### config.mk
export PLATFORM = sky130hd
export DESIGN_NAME = fetch_stage
export DESIGN_NICKNAME = d
export VERILOG_FILES = /design/src/rtl/fetch_stage_pkg.sv /design/src/rtl/fetch_stage_ifid_reg.sv /design/src/rtl/fetch_stage.sv
export SDC_FILE = /design/constraint.sdc
export NUM_CORES = 1
export LEC_CHECK = 0
export BUFFER_PORTS_ARGS = -buffer_cell sky130_fd_sc_hd__buf_2
export CAP_MARGIN = 25
export CORE_ASPECT_RATIO = 1.4
export CORE_MARGIN = 2
export CORE_UTILIZATION = 55
export DETAILED_ROUTE_END_ITERATION = 16
export PLACE_DENSITY = 0.8
export SLEW_MARGIN = 0
export SYNTH_ARGS = -nofsm -noshare
export SYNTH_HDL_FRONTEND = slang
export SYNTH_HIERARCHICAL = 1
export SYNTH_SLANG_ARGS = --single-unit
export TNS_END_PERCENT = 1
### constraint.sdc
create_clock -name Clk -period 3.4 [get_ports Clk]
set_input_delay 0.17 -clock Clk [delete_from_list [all_inputs] [get_ports Clk]]
set_output_delay 0.17 -clock Clk [all_outputs]
set_load 0.005 [all_outputs]
### src/rtl/fetch_stage_pkg.sv
// Shared fetch/decode definitions: datapath widths, opcode field position and
// the fetch FSM state encoding reused by Control and later decode stages.
package fetch_stage_pkg;

  localparam int PC_W       = 64;
  localparam int INSTR_W    = 32;
  localparam int OPCODE_MSB = 31;
  localparam int OPCODE_LSB = 21;
  localparam int OPCODE_W   = OPCODE_MSB - OPCODE_LSB + 1;

  typedef enum logic [1:0] {
    S_FETCH = 2'd0,
    S_WAIT  = 2'd1,
    S_HOLD  = 2'd2
  } fetch_state_e;

endpackage

### src/rtl/fetch_stage_ifid_reg.sv
// IF/ID pipeline register with a one-entry hold buffer that catches a fetch
// response arriving while decode is stalled.
module fetch_stage_ifid_reg
  import fetch_stage_pkg::*;
#(
  parameter int PC_W    = fetch_stage_pkg::PC_W,
  parameter int INSTR_W = fetch_stage_pkg::INSTR_W
) (
  input  logic               i_clk,
  input  logic               i_rst_n,
  input  logic               i_flush,
  input  logic               i_loadDirect,
  input  logic               i_captureHold,
  input  logic               i_moveHold,
  input  logic               i_stall,
  input  logic [INSTR_W-1:0] i_instr,
  input  logic [PC_W-1:0]    i_pc,
  output logic               o_valid,
  output logic [INSTR_W-1:0] o_instr,
  output logic [PC_W-1:0]    o_pc
);

  logic               r_valid;
  logic [INSTR_W-1:0] r_instr;
  logic [PC_W-1:0]    r_pc;
  logic               r_holdValid;
  logic [INSTR_W-1:0] r_holdInstr;
  logic [PC_W-1:0]    r_holdPc;

  // A flush only invalidates; the stale payload is harmless once valid drops.
  always_ff @(posedge i_clk or negedge i_rst_n) begin
    if (!i_rst_n) begin
      r_valid     <= 1'b0;
      r_instr     <= '0;
      r_pc        <= '0;
      r_holdValid <= 1'b0;
      r_holdInstr <= '0;
      r_holdPc    <= '0;
    end else if (i_flush) begin
      r_valid     <= 1'b0;
      r_holdValid <= 1'b0;
    end else begin
      if (i_loadDirect) begin
        r_instr <= i_instr;
        r_pc    <= i_pc;
        r_valid <= 1'b1;
      end else if (i_moveHold && r_holdValid) begin
        r_instr     <= r_holdInstr;
        r_pc        <= r_holdPc;
        r_valid     <= 1'b1;
        r_holdValid <= 1'b0;
      end else if (r_valid && !i_stall) begin
        r_valid <= 1'b0;
      end
      if (i_captureHold) begin
        r_holdInstr <= i_instr;
        r_holdPc    <= i_pc;
        r_holdValid <= 1'b1;
      end
    end
  end

  assign o_valid = r_valid;
  assign o_instr = r_instr;
  assign o_pc    = r_pc;

endmodule

### src/rtl/fetch_stage.sv
// LEGv8 instruction fetch stage: owns the PC, runs the single-outstanding
// request/grant/response handshake and feeds the IF/ID register.
module fetch_stage
  import fetch_stage_pkg::*;
#(
  parameter int              PC_W     = fetch_stage_pkg::PC_W,
  parameter int              INSTR_W  = fetch_stage_pkg::INSTR_W,
  parameter logic [PC_W-1:0] RESET_PC = '0
) (
  input  logic                Clk,
  input  logic                Rst_n,
  output logic                IMemReq,
  output logic [PC_W-1:0]     IMemAddr,
  input  logic                IMemGnt,
  input  logic                IMemRspValid,
  input  logic [INSTR_W-1:0]  IMemRdata,
  input  logic                Stall,
  input  logic                BranchTaken,
  input  logic [PC_W-1:0]     BranchTarget,
  output logic                IfIdValid,
  output logic [INSTR_W-1:0]  IfIdInstr,
  output logic [PC_W-1:0]     IfIdPC,
  output logic [OPCODE_W-1:0] OPCode
);

  fetch_state_e    r_state;
  logic [PC_W-1:0] r_pc;
  logic            r_drop;
  logic            r_req;

  logic            w_hs;
  logic            w_canLoad;
  logic            w_rspLive;
  logic            w_loadDirect;
  logic            w_captureHold;
  logic            w_moveHold;
  logic [PC_W-1:0] w_pcNext;
  logic [PC_W-1:0] w_target;

  assign w_pcNext  = r_pc + PC_W'(4);
  assign w_target  = BranchTarget & ~PC_W'(3);
  assign w_hs      = r_req & IMemGnt;
  assign w_canLoad = !IfIdValid || !Stall;

  // Responses only count in WAIT, without a pending drop and outside a redirect.
  assign w_rspLive     = !BranchTaken && (r_state == S_WAIT) && IMemRspValid && !r_drop;
  assign w_loadDirect  = w_rspLive && w_canLoad;
  assign w_captureHold = w_rspLive && !w_canLoad;
  assign w_moveHold    = !BranchTaken && (r_state == S_HOLD) && w_canLoad;

  // r_req is registered and low in reset, so the first request follows one cycle after release.
  always_ff @(posedge Clk or negedge Rst_n) begin
    if (!Rst_n) begin
      r_state <= S_FETCH;
      r_pc    <= RESET_PC;
      r_drop  <= 1'b0;
      r_req   <= 1'b0;
    end else if (BranchTaken) begin
      r_pc <= w_target;
      if (((r_state == S_WAIT) && !IMemRspValid) || ((r_state == S_FETCH) && w_hs)) begin
        r_drop  <= 1'b1;
        r_state <= S_WAIT;
        r_req   <= 1'b0;
      end else begin
        r_drop  <= 1'b0;
        r_state <= S_FETCH;
        r_req   <= 1'b1;
      end
    end else begin
      case (r_state)
        S_FETCH: begin
          if (w_hs) begin
            r_state <= S_WAIT;
            r_req   <= 1'b0;
          end else begin
            r_req <= 1'b1;
          end
        end
        S_WAIT: begin
          if (IMemRspValid) begin
            if (r_drop) begin
              r_drop  <= 1'b0;
              r_state <= S_FETCH;
              r_req   <= 1'b1;
            end else if (w_canLoad) begin
              r_pc    <= w_pcNext;
              r_state <= S_FETCH;
              r_req   <= 1'b1;
            end else begin
              r_pc    <= w_pcNext;
              r_state <= S_HOLD;
            end
          end
        end
        S_HOLD: begin
          if (w_canLoad) begin
            r_state <= S_FETCH;
            r_req   <= 1'b1;
          end
        end
        default: begin
          r_state <= S_FETCH;
          r_req   <= 1'b0;
        end
      endcase
    end
  end

  fetch_stage_ifid_reg #(
    .PC_W    (PC_W),
    .INSTR_W (INSTR_W)
  ) u_ifid (
    .i_clk         (Clk),
    .i_rst_n       (Rst_n),
    .i_flush       (BranchTaken),
    .i_loadDirect  (w_loadDirect),
    .i_captureHold (w_captureHold),
    .i_moveHold    (w_moveHold),
    .i_stall       (Stall),
    .i_instr       (IMemRdata),
    .i_pc          (r_pc),
    .o_valid       (IfIdValid),
    .o_instr       (IfIdInstr),
    .o_pc          (IfIdPC)
  );

  assign IMemReq  = r_req;
  assign IMemAddr = r_pc;
  assign OPCode   = IfIdInstr[OPCODE_MSB:OPCODE_LSB];

endmodule

After elaboration in Yosys (flattened, before gate mapping) --
Cells that the tools add are included.
Cells by class: add/subtract/negate cells 1, eq/ne operators 7, muxes and demuxes 35, bitwise gates (word level) 2, reduce and logical (&&, ||, !) cells 31
Operators by type and width (count):
- 2-to-1 mux 64 bit | 6
- adder 64 x 3 -> 64 bit, second input constant | 1
- 2-to-1 mux 32 bit | 2
- 2-to-1 mux 1 bit | 19
- 2-to-1 mux 2 bit | 6
- != test 3 bit, second input constant | 4
- logical AND 1 bit | 11
- AND reduction 2 bit | 4
- logical NOT 1 bit | 6
- one-hot mux 2 bit (3 select lines) | 1
- AND reduction 3 bit | 2
- nonzero test 2 bit | 3
- nonzero test 4 bit | 1
- one-hot mux 1 bit (3 select lines) | 1
- nonzero test 3 bit | 1
- == test 2 x 1 -> 1 bit, second input constant | 1
- == test 2 bit, second input constant | 1
- logical NOT 2 bit | 1
- logical OR 1 bit | 2
- != test 2 bit, second input constant | 1
- AND 1 bit | 1
- NOT 1 bit | 1
Storage, ports and cells: register bits 262, input bits 102

Depth between registers and ports, before layout --
Gate-level depths: netlist of run 1.
depth after elaboration 8, depth in mapped cells 11, depth with buffers taken out 6

Hierarchy --
The synthesis of run 1 kept the hierarchy.
By module, submodules not included:
- fetch_stage_ifid_reg | times used 1, cells each 522, area each 8633.3 um^2, seq. area each 4854.7 um^2
- fetch_stage | times used 1, cells each 507, area each 4239.1 um^2, seq. area each 1651.6 um^2

Least setup slack after synthesis of run 1 --
Ideal clock, no wire load.
path type reg-to-reg, from register r_state[1], to register r_pc[60], in the netlist IMemAddr[60], library setup time 82 ps, arrival time 2398 ps, data required time 3318 ps, setup slack 920 ps, stages on the path, launching flop included 8, path buffers 2, cells stage by stage dfrtp_1 > buf_6 > nand4bb_4 > or4_1 > buf_2 > or4_4 > or3_1 > a31oi_1
Between the ends: word-level cells in the longest chain between the ends 3
Ends and longest elaborated chain:
- from (decl) | RTL line fetch_stage.sv:26 | fetch_state_e r_state;
- from (signal assigned) | RTL line fetch_stage.sv:54 | r_state <= S_FETCH;
- from (signal assigned) | RTL line fetch_stage.sv:62 | r_state <= S_WAIT;
- from (signal assigned) | RTL line fetch_stage.sv:66 | r_state <= S_FETCH;
- == test 2 x 1 -> 1 bit | RTL line fetch_stage.sv:70 | case (r_state)
- nonzero test 2 bit (no source line)
- AND reduction 3 bit (no source line)
- to (signal assigned) | RTL line fetch_stage.sv:59 | r_pc <= w_target;
- to (signal assigned) | RTL line fetch_stage.sv:86 | r_pc <= w_pcNext;
- to (signal assigned) | RTL line fetch_stage.sv:90 | r_pc <= w_pcNext;
- to (decl) | RTL line fetch_stage.sv:27 | logic [PC_W-1:0] r_pc;
No other way between the ends. A chain may end at the register's enable or synchronous reset.

Worst setup path after layout of run 1 --
from register r_pc[5], in the netlist IMemAddr[5], to register r_pc[60], in the netlist IMemAddr[60]
Between the ends: word-level cells in the longest chain between the ends 5
Ends and longest elaborated chain:
- adder 64 x 3 -> 64 bit | RTL line fetch_stage.sv:40 | assign w_pcNext = r_pc + PC_W'(4);
- 2-to-1 mux 64 bit | RTL line fetch_stage.sv:81 | if (r_drop) begin
- 2-to-1 mux 64 bit | RTL line fetch_stage.sv:80 | if (IMemRspValid) begin
- 2-to-1 mux 64 bit | RTL line fetch_stage.sv:70
- 2-to-1 mux 64 bit | RTL line fetch_stage.sv:58 | end else if (BranchTaken) begin
No other way between the ends. The select of a mux whose other input is x is not followed.

==> flow_summary.toml, run 1 <==
[clock_network]
clockBufferDepth = 3
cts_num_sinks = 260
root_buffer = "clkbuf_16"
cts-htree-levels = 1
cts.clk_slew.worst_paths_ns = 0.06
cts_tree = "built"
worstSkewPairLatency_ns = 0.53
numCtsBuffers = 26

[global_routing]
grt_remaining_overflow = 0
grtUsageTotal_pct = 27.0
grt_max_degree = 107
antenna_found_initial = 4
first_global_vias = 10000
grt_pass1_wl_um = 53300

[detailed_routing]
dr.pass1.iters = 5
wl_per_cell_um = 20.1
drtIter0Drc = 582
via_count = 9786
via_per_inst = 5.75
drc = 0
drtAntennaViolNets = 0
finalWirelength_um = 34200

[timing]
finalSetupViolCount = 0
maxSlewViolCount = 0
hold_violations = 0
rsz0062_at_grt = "false"
skew_ns = 0.0196
tns_ns = 0
fmax_mhz = 374
period_minus_slack_ns = 2.67
period_share_pct = 78.6
slew_headroom_pct = 46.0
tightest_slew_ns = 0.810

[floorplanning]
start_util_pct = 55.7
die_area_um2 = 24700
design.core.area_um2 = 23100
die_w_um = 133
die_h_um = 185
ios = 275
rows = 66

[logic_synthesis]
yosysWarningCount = 6
synth.distinct_cells = 50
async_flop_share_pct = 100
syn_avg_cell_area_um2 = 12.5
yosysSeqAreaShare_pct = 50.5
ys.flop_type = "dfrtp_1"
postSynthCellCount = 1029
syn_area_um2 = 12900
synth-seq-cells = 260
synth-edff-count = 0

[cells_and_area]
drive_gt1_share_pct = 42.2
final_area_um2 = 16300
nNetsFinal = 1480
area_growth_pct = 26.6
final_common_cell = "buf_2"
final_cell_mix = "buf_2 (268), dfrtp_1 (260), mux2_2 (184)"
regArea_um2 = 6510
multi_input_area_um2 = 5940
fillers = 1581

[worst_setup_path]
worst_ep_arrival_time_ns = 3.12
cp-end-kind = "flop"
cp.required_ns = 3.85
startpoint_type = "flop"
cp_max_fo = 9
worstSetupPathType = "reg2reg"

[placement]
port_buffers = 270
placed_area_um2 = 14400
hpwl_um = 21400
gp_congestion = 0.854

[run_status]
status = "finished clean"

[run]
maxCapViolCount = 0

[power_and_ir_drop]
p_leak_uw = 0.00808
ir_drop_uv = 400
power_density_nw_per_um2 = 453

[worst_hold_path]
hp-class = "in2reg"
-- cells in the mapped netlist, types with 12 or more instances --
master    number  area, µm²
nor3_1        15       75.1
o21ai_0       40        200
clkbuf_1      22       82.6
nor4_1        18        113
xor2_1        20        175
mux2_4        67       1010
nand2_1       79        297
nand4_1       29        181
nand3_1       31        155
and3_1        14       87.6
buf_4         17        128
xnor2_1       15        131
or4_1         16        120
nor2_1        35        131
mux2_1        42        473
buf_2         19       95.1
dfrtp_1      260       6510
buf_6         12        135
mux2_2       184       2070
-- logic make-up (layout without fill, tap and decap cells) --
family	after synthesis	in the layout	synth area share, %
AO/OA/AOI/OAI	80	80	3.83
XOR/XNOR	35	35	2.38
adder cells (fa/ha/maj)	1	1	0.0972
buffers and inverters	75	434	3.57
flip-flops	260	260	50.5
multiplexers	299	299	28.1
other	1	10	0.0291
AND/OR/NAND/NOR	278	278	11.5
-- report_power, final --
| part | leakage, µW | switching [µW] | internal (µW) | total [µW] |
|---|---|---|---|---|
| logic | 0.00416 | 419 | 494 | 913 |
| clock network | 0.000436 | 1190 | 1790 | 2980 |
| registers | 0.00348 | 222 | 3260 | 3490 |
| total | 0.00808 | 1830 | 5550 | 7380 |
-- layout make-up --
type / count / share of cell area (%)
Clock inverter: 3 / 0.422
Tap cell: 306 / 2.35
Clock buffer: 41 / 5.02
Inverter: 5 / 0.115
Timing Repair Buffer: 385 / 15.6
Antenna cell: 4 / 0.0614
Multi-Input combinational cell: 699 / 36.5
Sequential cell: 260 / 39.9
-- sequential cells by signal, indices dropped and copies added, names as in the netlist --
| signal | flops |
|---|---|
| u_ifid/o_pc | 64 |
| u_ifid/r_holdPc | 64 |
| IMemAddr | 62 |
| u_ifid/o_instr | 32 |
| u_ifid/r_holdInstr | 32 |
| r_state | 2 |
| IMemReq | 1 |
| r_drop | 1 |
| u_ifid/o_valid | 1 |
| u_ifid/r_holdValid | 1 |
-- through the flow --
stage                     setup slack (ns)  std cells  util, %  hold WS, ns  power, µW
final                                0.727       1703     70.5       0.0253       7380
after global routing                 0.590       1703     70.5       0.0240       7660
after CTS                            0.723       1699     70.4      0.00225       7410
after detailed placement             0.734       1559     62.4        0.295       4350
after global placement               0.793       1559     62.4        0.284       4310
after floorplan                      0.920       1034        -       -0.126       3930
-- critical path, stage by stage, from the launching register on --
cell and delay, ns:
dfrtp_1 0.46, nand4_1 0.38, or4_1 0.62, or4_4 0.61, or3_1 0.34, a31oi_1 0.19
-- routing by layer --
metal / vias to the layer above / GRT usage, % / wire length [µm]
li1: 4418 / - / -
met1: 4939 / 32.4 / 13100
met2: 347 / 49.1 / 18100
met3: 82 / 3.97 / 1760
met4: 0 / 10.1 / 1170
met5: - / 0 / 0
-- what timing repair did --
action / in CTS / in global routing
gates resized for setup: 0 / 0
setup endpoints to repair: 0 / 0
setup buffers: 0 / 0
hold buffers: 96 / 0
endpoints found under the hold margin: 197 / 0
-- final timing paths --
path	depth (start not counted)	to	slack [ns]	start
setup / recovery	5	IMemAddr[60]	0.73	IMemAddr[5]
hold / removal	3	r_state[0]	0.03	IMemRspValid
setup reg to reg	5	IMemAddr[60]	0.73	IMemAddr[5]
hold reg to reg	1	u_ifid/r_holdInstr[26]	0.49	u_ifid/r_holdInstr[26]
max in group asynchronous	3	u_ifid/o_pc[9]	2.20	Rst_n
min in group asynchronous	2	u_ifid/o_pc[31]	0.28	Rst_n
Power figures use the tool's default switching activity.
==> inputs of run 2 (changes only) <==
- clock period: 3.4 -> 2.6 ns (I/O delays scaled with it)
==> run 2 against run 1 <==
Effect of this change:
- cell count grew 2.5%
- register-to-register slack got worse by 0.57 ns
- hold slack worse by 0.0040 ns
- clock skew fell by 0.011 ns
- highest routed layer unchanged
- clock power rose by 33%
- count of clock-buffer cells in the layout decreased by 5
- critical endpoint unchanged
- sequential cell count is the same
- non-clock buffer count is 41 higher
- largest power group unchanged
- largest cell class unchanged
- critical path depth is the same
==> flow_summary.toml, run 2 (same netlist as run 1, synthesis figures left out) <==
[clock_network]
numCtsBuffers = 26
root_buffer = "clkbuf_16"
worstSkewPairLatency_ns = 0.52
post_cts_buffers = 0
clockBufferDepth = 3
cts_tree = "built"
cts.clk_slew.worst_paths_ns = 0.06
cts-resized-gates = 0
cts_num_sinks = 260
cts-htree-levels = 1

[detailed_routing]
via_per_inst = 5.70
dr.pass1.iters = 5
drc = 0
via_count = 9945
drtAntennaViolNets = 0
finalWirelength_um = 35100
wl_per_cell_um = 20.1
drtIter0Drc = 603

[power_and_ir_drop]
power_density_nw_per_um2 = 587
ir_drop_uv = 565
p_leak_uw = 0.00829
p_total_uw = 9780

[cells_and_area]
area_growth_pct = 29.4
nNetsFinal = 1521
final_core_util_pct = 72.0
final_cells = 1746
final_common_cell = "buf_2"
final_cell_mix = "buf_2 (268), dfrtp_1 (260), mux2_2 (184)"
drive_gt1_share_pct = 43.9

[timing]
fmax_mhz = 409
finalSetupViolCount = 0
maxSlewViolCount = 0
tns_ns = 0
tightest_slew_ns = 0.664
hold_violations = 0
skew_ns = 0.00908
slew_headroom_pct = 55.7
rsz0062_at_grt = "false"
period_minus_slack_ns = 2.45
whs_ns = 0.0213
period_share_pct = 94.1

[worst_setup_path]
ff2ff_path_depth = 5
cp-end-kind = "flop"
cp-startpoint = "r_state[0]"
regToRegStartpoint = "r_state[0]"
worst_ep_arrival_time_ns = 2.89
r2r_setup_slack_ns = 0.15
cp.required_ns = 3.05
cp_max_fo = 7
worstSetupPathType = "reg2reg"
startpoint_type = "flop"

[run]
maxCapViolCount = 0

[placement]
gp_congestion = 0.884
port_buffers = 270
placed_cells = 1597
hpwl_um = 22600

[global_routing]
grtUsageTotal_pct = 27.7
first_global_vias = 10300
grt_remaining_overflow = 0
grt_pass1_wl_um = 54700
grt_max_degree = 118
antenna_found_initial = 2

[floorplanning]
rows = 66
ios = 275
design.core.area_um2 = 23100
die_area_um2 = 24700
start_util_pct = 55.7
die_w_um = 133
die_h_um = 185

[worst_hold_path]
hp-class = "in2reg"
hold_start = "IMemGnt"
whs_path_depth = 4

[run_status]
status = "finished clean"
-- run 2: cell types whose count changed in the layout (fill, tap and decap cells not counted), sizes merged --
cell / previous run / this run
bufinv: 2 / 3
clkinvlp: 0 / 3
inv: 6 / 5
clkbuf: 41 / 36
clkinv: 0 / 6
dlygate4sd3: 96 / 99
buf: 289 / 327
diode: 4 / 2
-- run 2: critical path: stages, from the launching register on --
cell	delay (ns)
dfrtp_1	0.50
nand4bb_4	0.15
or4_1	0.63
or4_4	0.62
or3_1	0.32
a31oi_1	0.16
-- run 2: metrics by stage --
step / setup slack, ns / area [µm²]
3_5_place_dp: 0.182 / 14800
3_3_place_gp: 0.233 / 14800
4_1_cts: 0.159 / 16700
2_1_floorplan: 0.120 / 12900
6_report: 0.152 / 16700
5_1_grt: 0.0688 / 16700
-- run 2: timing repair --
| action | in CTS | in global routing |
|---|---|---|
| hold endpoints to repair | 201 | 0 |
| hold buffers | 99 | 0 |
| setup endpoints to repair | 0 | 0 |
-- run 2: routing by layer --
| layer | share of wire (%) | track usage [%] |
|---|---|---|
| met1 | 39 | 33.3 |
| met2 | 53 | 49.9 |
| met3 | 5.2 | 4.35 |
| met4 | 3.4 | 10.5 |
| met5 | 0 | 0 |
-- run 2: where the power goes --
group	internal, µW	total, µW	switching [µW]
logic	700	1320	622
clock network	2340	3950	1610
registers	4270	4510	236
total	7310	9780	2460
-- run 2: worst paths after layout --
path	endpoint
worst max-delay path	IMemAddr[60]
worst min-delay path	r_state[0]
worst max register to register	IMemAddr[60]
worst min register to register	u_ifid/r_holdInstr[11]
max in group asynchronous	u_ifid/o_instr[11]
min in group asynchronous	u_ifid/o_pc[28]
-- run 2: layout make-up --
cell class | instances | area (µm²)
multi-input combinational | 699 | 5940
clock inverter | 12 | 146
sequential | 260 | 6510
inverter | 5 | 18.8
antenna | 2 | 5.00
tap | 306 | 383
clock buffer | 36 | 759
fill | 1511 | 6460
timing repair buffer | 426 | 2900
==> inputs of run 3 (changes only) <==
- CORE_UTILIZATION: 55 -> 35
- PLACE_DENSITY: 0.8 -> default
- SYNTH_HIERARCHICAL: 1 -> default
==> run 3 against run 2 <==
Effect of this change:
- power grew 11%
- clock power is essentially flat
- hold slack gained 0.0096 ns
- via count shrank 0.30%
- sequential cell count shrank 4
- critical path depth is the same
- register-to-register slack lost 0.07 ns
- global-route usage shrank 8.0 points
- cell count grew 13%
- die area grew 45%
- critical path type unchanged
- largest cell class unchanged
==> flow_summary.toml, run 3 <==
[logic_synthesis]
async_flop_share_pct = 100
yosysWarningCount = 0
synth_area_leader_cell = "dfrtp_1"
postSynthCellCount = 1132
synth.most_common_cell = "dfrtp_1"
synth-seq-cells = 256
synth.distinct_cells = 46
ys.flop_type = "dfrtp_1"
yosysSeqAreaShare_pct = 53.4
synth_top_cells_by_count = "dfrtp_1 (256), nand2_1 (166), o21ai_0 (143)"
synth-edff-count = 0
ys_top_cells_by_area = "dfrtp_1 (53%), mux2_2 (8.9%), mux2i_1 (7.8%), o21ai_0 (6.0%), nand2_1 (5.2%)"
syn_avg_cell_area_um2 = 10.6
syn_area_um2 = 12000
synth_top_area_share_pct = 53.4

[power_and_ir_drop]
p_total_uw = 10800
power_density_nw_per_um2 = 676
ir_drop_uv = 446
p_leak_uw = 0.00799

[worst_hold_path]
hp-class = "in2reg"

[floorplanning]
ios = 275
rows = 80
die_h_um = 223
start_util_pct = 35.3
design.core.area_um2 = 33900
die_area_um2 = 35800
die_w_um = 160

[clock_network]
worstSkewPairLatency_ns = 0.56
cts_num_sinks = 256
root_buffer = "clkbuf_16"
cts_tree = "built"
cts.clk_slew.worst_paths_ns = 0.07
cts-htree-levels = 1
numCtsBuffers = 28
clockBufferDepth = 3

[placement]
gp_congestion = 0.862
place_ws_ns = 0.106
port_buffers = 268
hpwl_um = 24700

[run]
maxCapViolCount = 0

[worst_setup_path]
cp.required_ns = 3.09
cp_slowest_cell = "or4_1"
critPathTopFamily = "simple AND/OR/NAND/NOR gates"
startpoint_type = "flop"
path_cells = "nand4bb_4 > or4_4 > or4_1 > or4_1 > nand3_1"
cp_max_fo = 5
crit_top_cell = "or4_1"
cp-end-kind = "flop"
max_stage_delay_ns = 0.68
worstSetupPathType = "reg2reg"
worst-path-buf-inv = 0
worst_ep_arrival_time_ns = 3.00

[timing]
period_share_pct = 96.7
tightest_slew_ns = 0.901
tns_ns = 0
rsz0062_at_grt = "false"
slew_headroom_pct = 39.9
maxSlewViolCount = 0
hold_violations = 0
skew_ns = 0.0158
fmax_mhz = 398
period_minus_slack_ns = 2.51
layout_setup_ws_ns = 0.0860
finalSetupViolCount = 0
whs_ns = 0.0309

[cells_and_area]
area_growth_pct = 33.4
drive_gt1_share_pct = 32.0
regArea_um2 = 6410
final_cell_mix = "buf_2 (267), dfrtp_1 (256), nand2_1 (164)"
nNetsFinal = 1610
multi_input_area_um2 = 5190
final_common_cell = "buf_2"
fillers = 3170

[global_routing]
grtUsageTotal_pct = 19.7
grt_max_degree = 93
grt_remaining_overflow = 0
grt_pass1_wl_um = 56100
antenna_found_initial = 1
first_global_vias = 10100

[detailed_routing]
via_count = 9915
drc = 0
via_per_inst = 5.01
dr.pass1.iters = 5
drtAntennaViolNets = 0
wl_per_cell_um = 17.9
finalWirelength_um = 35400
drtIter0Drc = 548

[run_status]
status = "finished clean"
==> run 3: cell types whose count changed after synthesis, moves of 10 or more <==
cell	change
a31oi_1	+15
buf_2	-10
buf_6	-11
clkbuf_1	+30
mux2_1	-42
mux2_2	-89
mux2_4	-67
mux2i_1	+88
nand2_1	+87
o21ai_0	+103
or3_1	+10
==> run 3: kinds of logic (layout without fill, tap and decap cells) <==
family | after synthesis | count (layout) | share of synthesized area (%)
AO/OA/AOI/OAI | 194 | 194 | 8.79
XOR/XNOR | 33 | 33 | 2.41
adder cells (fa/ha/maj) | 1 | 1 | 0.104
buffers and inverters | 94 | 487 | 3.59
flip-flops | 256 | 256 | 53.4
multiplexers | 189 | 189 | 16.8
other | 1 | 5 | 0.0313
AND/OR/NAND/NOR | 364 | 364 | 14.9
==> run 3: what timing repair did <==
item                                    4_1_cts  5_1_grt
endpoints found under the setup margin        0        1
setup buffers                                 0        1
hold buffers                                 98        0
hold endpoints to repair                    201        0
resized for setup                             0        0
==> run 3: metrics by stage <==
| step | utilization (%) | std cells | area (µm²) |
|---|---|---|---|
| floorplan | - | 1135 | 12000 |
| global placement | 41.6 | 1829 | 14100 |
| detailed placement | 41.6 | 1829 | 14100 |
| CTS | 47.1 | 1978 | 16000 |
| global route | 47.1 | 1980 | 16000 |
| finish | 47.1 | 1980 | 16000 |
==> run 3: layout make-up <==
class                   instances  area share (%)
flip-flops and latches        256            40.0
multi-input cells             785            32.5
repair buffers                430            18.2
clock buffers                  35            4.87
well taps                     451            3.53
clock inverters                16           0.743
inverters                       6           0.141
diodes                          1          0.0156
==> run 3: final timing paths <==
| path | startpoint | depth (start not counted) | slack, ns | endpoint |
|---|---|---|---|---|
| worst max register to register | r_drop | 5 | 0.09 | IMemAddr[40] |
| max in group asynchronous | Rst_n | 3 | 1.54 | u_ifid.r_holdPc[62] |
| worst max-delay path | r_drop | 5 | 0.09 | IMemAddr[40] |
| worst min register to register | u_ifid.o_pc[55] | 2 | 0.47 | u_ifid.o_pc[55] |
| worst min-delay path | BranchTaken | 2 | 0.03 | u_ifid.r_holdValid |
| min in group asynchronous | Rst_n | 2 | 0.12 | u_ifid.r_holdPc[46] |
==> run 3: report_power, final <==
group / switching, µW / internal, µW / leakage, µW
registers: 386 / 4540 / 0.00340
logic: 986 / 985 / 0.00414
clock network: 1690 / 2220 / 0.000452
total: 3070 / 7740 / 0.00799
==> run 3: layer usage <==
layer  GRT usage [%]  vias to the layer above  wire (µm)
li1                -                     4777          -
met1            24.8                     4794      14700
met2            34.4                      276      17900
met3            2.45                       68       1560
met4            7.47                        0       1160
met5               0                        -          0
